$ cat config.mk
export PLATFORM = sky130hd
export DESIGN_NAME = bcd_updown_counter
export DESIGN_NICKNAME = d
export VERILOG_FILES = /design/src/rtl/bcd_pkg.sv /design/src/rtl/bcd_digit_stage.sv /design/src/rtl/bcd_updown_counter.sv
export SDC_FILE = /design/constraint.sdc
export NUM_CORES = 1
export LEC_CHECK = 0
export BUFFER_PORTS_ARGS = -buffer_cell sky130_fd_sc_hd__buf_2
export CORE_MARGIN = 3
export CORE_UTILIZATION = 49
export DETAILED_ROUTE_END_ITERATION = 8
export PLACE_DENSITY = 0.84
export SKIP_CTS_REPAIR_TIMING = 1
export SLEW_MARGIN = 20
export SYNTH_ARGS = -nofsm -noshare
export SYNTH_HDL_FRONTEND = slang
export SYNTH_SLANG_ARGS = --single-unit
$ cat constraint.sdc
create_clock -name clk -period 2.7 [get_ports clk]
set_clock_uncertainty 0.1 [all_clocks]
set_input_delay 0.54 -clock clk [delete_from_list [all_inputs] [get_ports clk]]
set_output_delay 0.54 -clock clk [all_outputs]
set_load 0.05 [all_outputs]
$ cat src/rtl/bcd_pkg.sv
// rtl/bcd_pkg.sv - shared BCD constants and digit helpers for the up/down counter
package bcd_pkg;

   localparam logic [3:0] BCD_MAX    = 4'd9;
   localparam logic [3:0] BCD_ZERO   = 4'd0;
   localparam int         SYNC_DEPTH = 2;

   function automatic logic bcd_valid(input logic [3:0] digit);
      return digit <= BCD_MAX;
   endfunction

endpackage

$ cat src/rtl/bcd_digit_stage.sv
// rtl/bcd_digit_stage.sv - one BCD digit register with clear, load and +/-1 advance
module bcd_digit_stage (
   input  logic       clk,
   input  logic       reset,
   input  logic       up,
   input  logic       dn,
   input  logic       cin,
   input  logic       clr,
   input  logic       ld,
   input  logic [3:0] ld_digit,
   output logic [3:0] digit,
   output logic       at_max,
   output logic       at_min
);
   import bcd_pkg::*;

   assign at_max = (digit == BCD_MAX);
   assign at_min = (digit == BCD_ZERO);

   always_ff @(posedge clk or posedge reset) begin
      if (reset) begin
         digit <= BCD_ZERO;
      end else if (clr) begin
         digit <= BCD_ZERO;
      end else if (ld) begin
         // out-of-range load digits are forced to zero so the digit never leaves 0..9
         digit <= bcd_valid(ld_digit) ? ld_digit : BCD_ZERO;
      end else if (cin && up) begin
         digit <= at_max ? BCD_ZERO : digit + 4'd1;
      end else if (cin && dn) begin
         digit <= at_min ? BCD_MAX : digit - 4'd1;
      end
   end

endmodule

$ cat src/rtl/bcd_updown_counter.sv
// rtl/bcd_updown_counter.sv - multi-digit BCD up/down counter with load, clear and wrap/saturate
module bcd_updown_counter #(
   parameter int DIGITS   = 4,
   parameter bit SATURATE = 1'b0,
   parameter bit SYNC_IN  = 1'b1
) (
   input  logic                clk,
   input  logic                reset,
   input  logic                en,
   input  logic                inc,
   input  logic                dec,
   input  logic                clr,
   input  logic                load,
   input  logic [4*DIGITS-1:0] load_val,
   output logic [4*DIGITS-1:0] val,
   output logic                carry,
   output logic                borrow,
   output logic                load_err,
   output logic                is_zero
);
   import bcd_pkg::*;

   logic inc_evt;
   logic dec_evt;

   generate
      if (SYNC_IN) begin : g_sync
         // bits [SYNC_DEPTH-1:0] synchronise, the top bit remembers the previous level
         logic [SYNC_DEPTH:0] inc_sh;
         logic [SYNC_DEPTH:0] dec_sh;

         always_ff @(posedge clk or posedge reset) begin
            if (reset) begin
               inc_sh <= '0;
               dec_sh <= '0;
            end else begin
               inc_sh <= {inc_sh[SYNC_DEPTH-1:0], inc};
               dec_sh <= {dec_sh[SYNC_DEPTH-1:0], dec};
            end
         end

         assign inc_evt = inc_sh[SYNC_DEPTH-1] & ~inc_sh[SYNC_DEPTH];
         assign dec_evt = dec_sh[SYNC_DEPTH-1] & ~dec_sh[SYNC_DEPTH];
      end else begin : g_direct
         assign inc_evt = inc;
         assign dec_evt = dec;
      end
   endgenerate

   logic [DIGITS-1:0] at_max;
   logic [DIGITS-1:0] at_min;
   logic [DIGITS-1:0] bad_digit;
   logic [DIGITS-1:0] cin;
   logic [DIGITS:0]   up_chain;
   logic [DIGITS:0]   dn_chain;
   logic              count_ok;
   logic              count_up;
   logic              count_dn;
   logic              all_max;
   logic              all_min;
   logic              hold_up;
   logic              hold_dn;

   assign count_ok = en & (inc_evt ^ dec_evt) & ~clr & ~load;
   assign count_up = count_ok & inc_evt;
   assign count_dn = count_ok & dec_evt;

   assign up_chain[0] = 1'b1;
   assign dn_chain[0] = 1'b1;
   assign all_max     = up_chain[DIGITS];
   assign all_min     = dn_chain[DIGITS];
   // saturation freezes every digit at the limit; the pulse still fires
   assign hold_up     = SATURATE & all_max;
   assign hold_dn     = SATURATE & all_min;

   generate
      for (genvar i = 0; i < DIGITS; i++) begin : g_digit
         assign up_chain[i+1] = up_chain[i] & at_max[i];
         assign dn_chain[i+1] = dn_chain[i] & at_min[i];
         assign bad_digit[i]  = ~bcd_valid(load_val[4*i +: 4]);
         assign cin[i] = (count_up & up_chain[i] & ~hold_up) |
                         (count_dn & dn_chain[i] & ~hold_dn);

         bcd_digit_stage u_stage (
            .clk      (clk),
            .reset    (reset),
            .up       (count_up),
            .dn       (count_dn),
            .cin      (cin[i]),
            .clr      (clr),
            .ld       (load),
            .ld_digit (load_val[4*i +: 4]),
            .digit    (val[4*i +: 4]),
            .at_max   (at_max[i]),
            .at_min   (at_min[i])
         );
      end
   endgenerate

   always_ff @(posedge clk or posedge reset) begin
      if (reset) begin
         carry    <= 1'b0;
         borrow   <= 1'b0;
         load_err <= 1'b0;
      end else begin
         carry    <= count_up & all_max;
         borrow   <= count_dn & all_min;
         load_err <= load & ~clr & (|bad_digit);
      end
   end

   assign is_zero = (val == '0);

endmodule
* After elaboration in Yosys (flattened, before gate mapping) *
Index checks and enable logic that the tools add are counted.
Widths: inputs -> output; s select.

storage, ports and cells
  word-level logic and storage cells = 107
  bits in registers = 25
  input port bits = 23

operators by class
  equality and inequality tests = 4
  multiplexer cells = 28
  order comparisons = 4
  reduce and logical (&&, ||, !) cells = 18
  add/sub/neg operators = 8
  bitwise gates (word level) = 36

operators with widths
  kind                 count
  $mux 4               28
  $and 1x1->1          23
  $add 4x1->4 const B  4
  $eq 4x4->1 const B   4
  $le 4x4->1 const B   4
  $logic_not 16->1     1
  $logic_not 4->1      4
  $reduce_bool 4->1    4
  $sub 4x1->4 const B  4
  $logic_and 1x1->1    8
  $not 1->1            8
  $or 1x1->1           4
  $reduce_or 4->1      1
  $xor 1x1->1          1

* Logic depth before layout (Yosys ltp) *
  depth in word-level cells = 14
  depth in mapped cells = 9
  gate-level depth less buffers = 8

* Modules after synthesis *
From an unflattened synthesis, not the netlist that was laid out.

second synthesis, totals
  cell total of the unflattened synthesis = 270
  area total of the unflattened synthesis = 2285.9 µm²

by module, submodules not included
  module              area an instance (µm²)  instances  seq. area each (µm²)  cells each
  bcd_digit_stage     465.4                   4          100.1                 58
  bcd_updown_counter  424.2                   1          225.2                 38

* Worst setup path after synthesis *
No wires, ideal clock.

  kind = reg2out
  from = register g_digit[0].u_stage.digit[0]
  to = output is_zero
  data required time = 2060 ps
  buffers on the path = 0
  data arrival time = 2592 ps
  slack = -532 ps
  cell stages (with the launch flop) = 5
  cells stage by stage = dfrtp_1 -> inv_1 -> ha_1 -> or3b_2 -> nor3_1

between the ends
  cells in the longest elaborated chain, start to end = 1

RTL lines
  item                    RTL line                   text
  from (decl)             bcd_digit_stage.sv:11      output logic [3:0] digit,
  from (signal assigned)  bcd_digit_stage.sv:27      digit <= bcd_valid(ld_digit) ? ld_digit : BCD_ZERO;
  from (signal assigned)  bcd_digit_stage.sv:29      digit <= at_max ? BCD_ZERO : digit + 4'd1;
  from (signal assigned)  bcd_digit_stage.sv:31      digit <= at_min ? BCD_MAX : digit - 4'd1;
  $logic_not 16->1        bcd_updown_counter.sv:112  assign is_zero = (val == '0);
  to (decl)               bcd_updown_counter.sv:19   output logic is_zero

No other way between the ends.

* Worst setup path in the final report *
Ends and elaborated chain as after synthesis.

==> metrics.cfg <==
[floorplan]
floorplan.initialDensity = 0.523
core.rowCount = 22
coreArea_mm2 = 0.00374
chipWidth_um = 69.2
die_area_mm2 = 0.00479
io_pins = 43
dieHeight_um = 69.2

[timing]
hold_viol = 0
finalCriticalPeriod_ns = 2.59
finalMaxSlewViolations = 0
relSlewSlack = 0.490
period_share = 0.961
max_freq_ghz = 0.386
tightest_slew_ns = 0.759
grt_setup_unrepaired = no
finalSetupViolations = 0

[power_and_ir_drop]
p_leak_nw = 1.08
p_per_area_mw_per_mm2 = 491
peakVddDrop_mv = 0.271

[grt]
track_usage = 0.212
grt_pass1_vias = 1808
antenna_found_initial = 0
overflow = 0
grt_max_degree = 15
grt_pass1_wl_um = 8460

[clock_network]
clockBufferDepth = 2
insertion_delay_ns = 0.28
root_buffer = clkbuf_8
cts_num_sinks = 25
cts-buffers-inserted = 3
path_clk_slew_ns = 0.10
htree_levels = 1
cts_tree = built

[route]
vias = 1944
drc = 0
drt-pass1-iter-count = 5
wl_per_cell_um = 15.2
detail-route-antenna-nets = 0
via_per_inst = 5.87
drt_wl_total_um = 5030
drt_iter0_markers = 138

[synthesis]
async_flop_share = 1.00
ys_ff_latch = 25
synth_edf_count = 0
yosysWarningCount = 0
synth_fp_nets = 270
synth_top_area_frac = 0.319
synth_top_area_cell = dfrtp_1
syn_avg_cell_area_um2 = 8.37
synthFlopType = dfrtp_1
syn_area_mm2 = 0.00196
synth.distinct_cells = 56
ys_seq_area_frac = 0.319
postSynthCellCount = 234
yosys-top-cells-area = dfrtp_1, ha_1, nand2_1

[critical_path]
critPathKind = reg2out
arrival_ns = 1.95
end_kind = primary output
cp_max_fo = 6
cp.required_ns = 2.06
ff2ff_setup_slack_ns = 0.16
crit_path_start_kind = flop

[placement]
placedCellCount = 327
portBuffers = 42
dp_hpwl_um = 4010
gp_congestion = 0.968

[final_layout]
final_core_util = 0.628
diodes = 0
area_growth_pct = 20.1
drive_gt1_frac = 0.276
final_common_cell = buf_2
mostFrequentLayoutCells = buf_2, nand2_1, nor2_1
nets = 320
fin_cells = 331

[run]
maxCapViolCount = 0

[worst_hold_path]
hold_path.class = in2async

[outcome]
status = completed

## metal layers
metal  wire length [um]  global-route usage  part of all wire
met5                  0                   0                 0
met4                 46              0.0260            0.0091
met2               2370               0.343              0.47
met3                294              0.0377             0.058
met1               2320               0.304              0.46
## where the power goes
group,total [mW],internal (mW),switching (mW)
logic,0.470,0.170,0.300
registers,0.457,0.407,0.0498
clock network,0.228,0.106,0.122
total,1.15,0.683,0.472
## layout make-up
cell class	count	area, um^2
fillers	359	1390
clock buffers	4	45.0
well taps	48	60.1
inverters	17	63.8
multi-input cells	183	1240
flip-flops and latches	25	632
repair buffers	54	307
## worst paths after layout
path,from,to,depth (start not counted)
hold reg to reg,g_sync.inc_sh[0],g_sync.inc_sh[1],0
max in group asynchronous,reset,g_sync.inc_sh[2],3
setup reg to reg,g_digit[0].u_stage.digit[1],g_digit[3].u_stage.digit[2],8
hold / removal,reset,g_digit[0].u_stage.digit[2],2
min in group clk,g_sync.inc_sh[0],g_sync.inc_sh[1],0
setup / recovery,g_digit[0].u_stage.digit[0],is_zero,5
## kinds of logic after synthesis
| family | after synthesis | share of synthesized area |
|---|---|---|
| simple gates | 96 | 0.254 |
| flops | 25 | 0.319 |
| xor+xnor | 5 | 0.0224 |
| fa+ha+maj | 13 | 0.0831 |
| compound gates | 65 | 0.224 |
| mux | 4 | 0.0358 |
| buf+inv | 26 | 0.0620 |
## sequential cells by signal, summed over array words and instances (netlist names)
register               count
carry                      1
g_sync.dec_sh              3
g_digit.u_stage.digit     16
load_err                   1
borrow                     1
g_sync.inc_sh              3
## synth_stat cells (2+ instances only)
master	instances
nor2_2	3
o41ai_1	2
nor3_1	8
xnor2_1	3
a21oi_1	12
a41oi_1	2
a211o_1	2
and3_1	2
a311oi_1	2
nand3b_1	2
a22o_1	2
xor2_1	2
buf_6	2
ha_1	13
inv_1	17
o21ai_0	15
nor3b_1	2
dfrtp_1	25
buf_2	7
nand2b_1	3
nand3_1	9
nor2b_1	3
a31oi_1	5
o221ai_1	2
nor2_1	24
a211oi_1	2
nor4_1	2
o31ai_1	2
nand2_1	28
o22ai_1	2
a22oi_1	4
## per-stage QoR
| step | TNS, ns | power (mW) | hold slack (ns) | worst slack, ns | instance area, um^2 |
|---|---|---|---|---|---|
| finish | 0 | 1.15 | 0.164 | 0.106 | 2350 |
| global route | 0 | 1.22 | 0.204 | 0.0180 | 2350 |
| CTS | -0.0863 | 1.14 | 0.197 | -0.0863 | 2320 |
| detailed placement | 0 | 0.921 | 0.240 | 0.0722 | 2270 |
| global placement | 0 | 0.910 | 0.233 | 0.154 | 2270 |
| floorplan | -0.00399 | 0.793 | 0.231 | -0.00399 | 1970 |
## worst max-delay path, stage by stage, from the launching register on
cell and delay, ns:
dfrtp_2 0.45, inv_1 0.13, ha_2 0.25, or3b_4 0.44, nor3_4 0.22, buf_6 0.18
(Power assumes the default switching activity.)
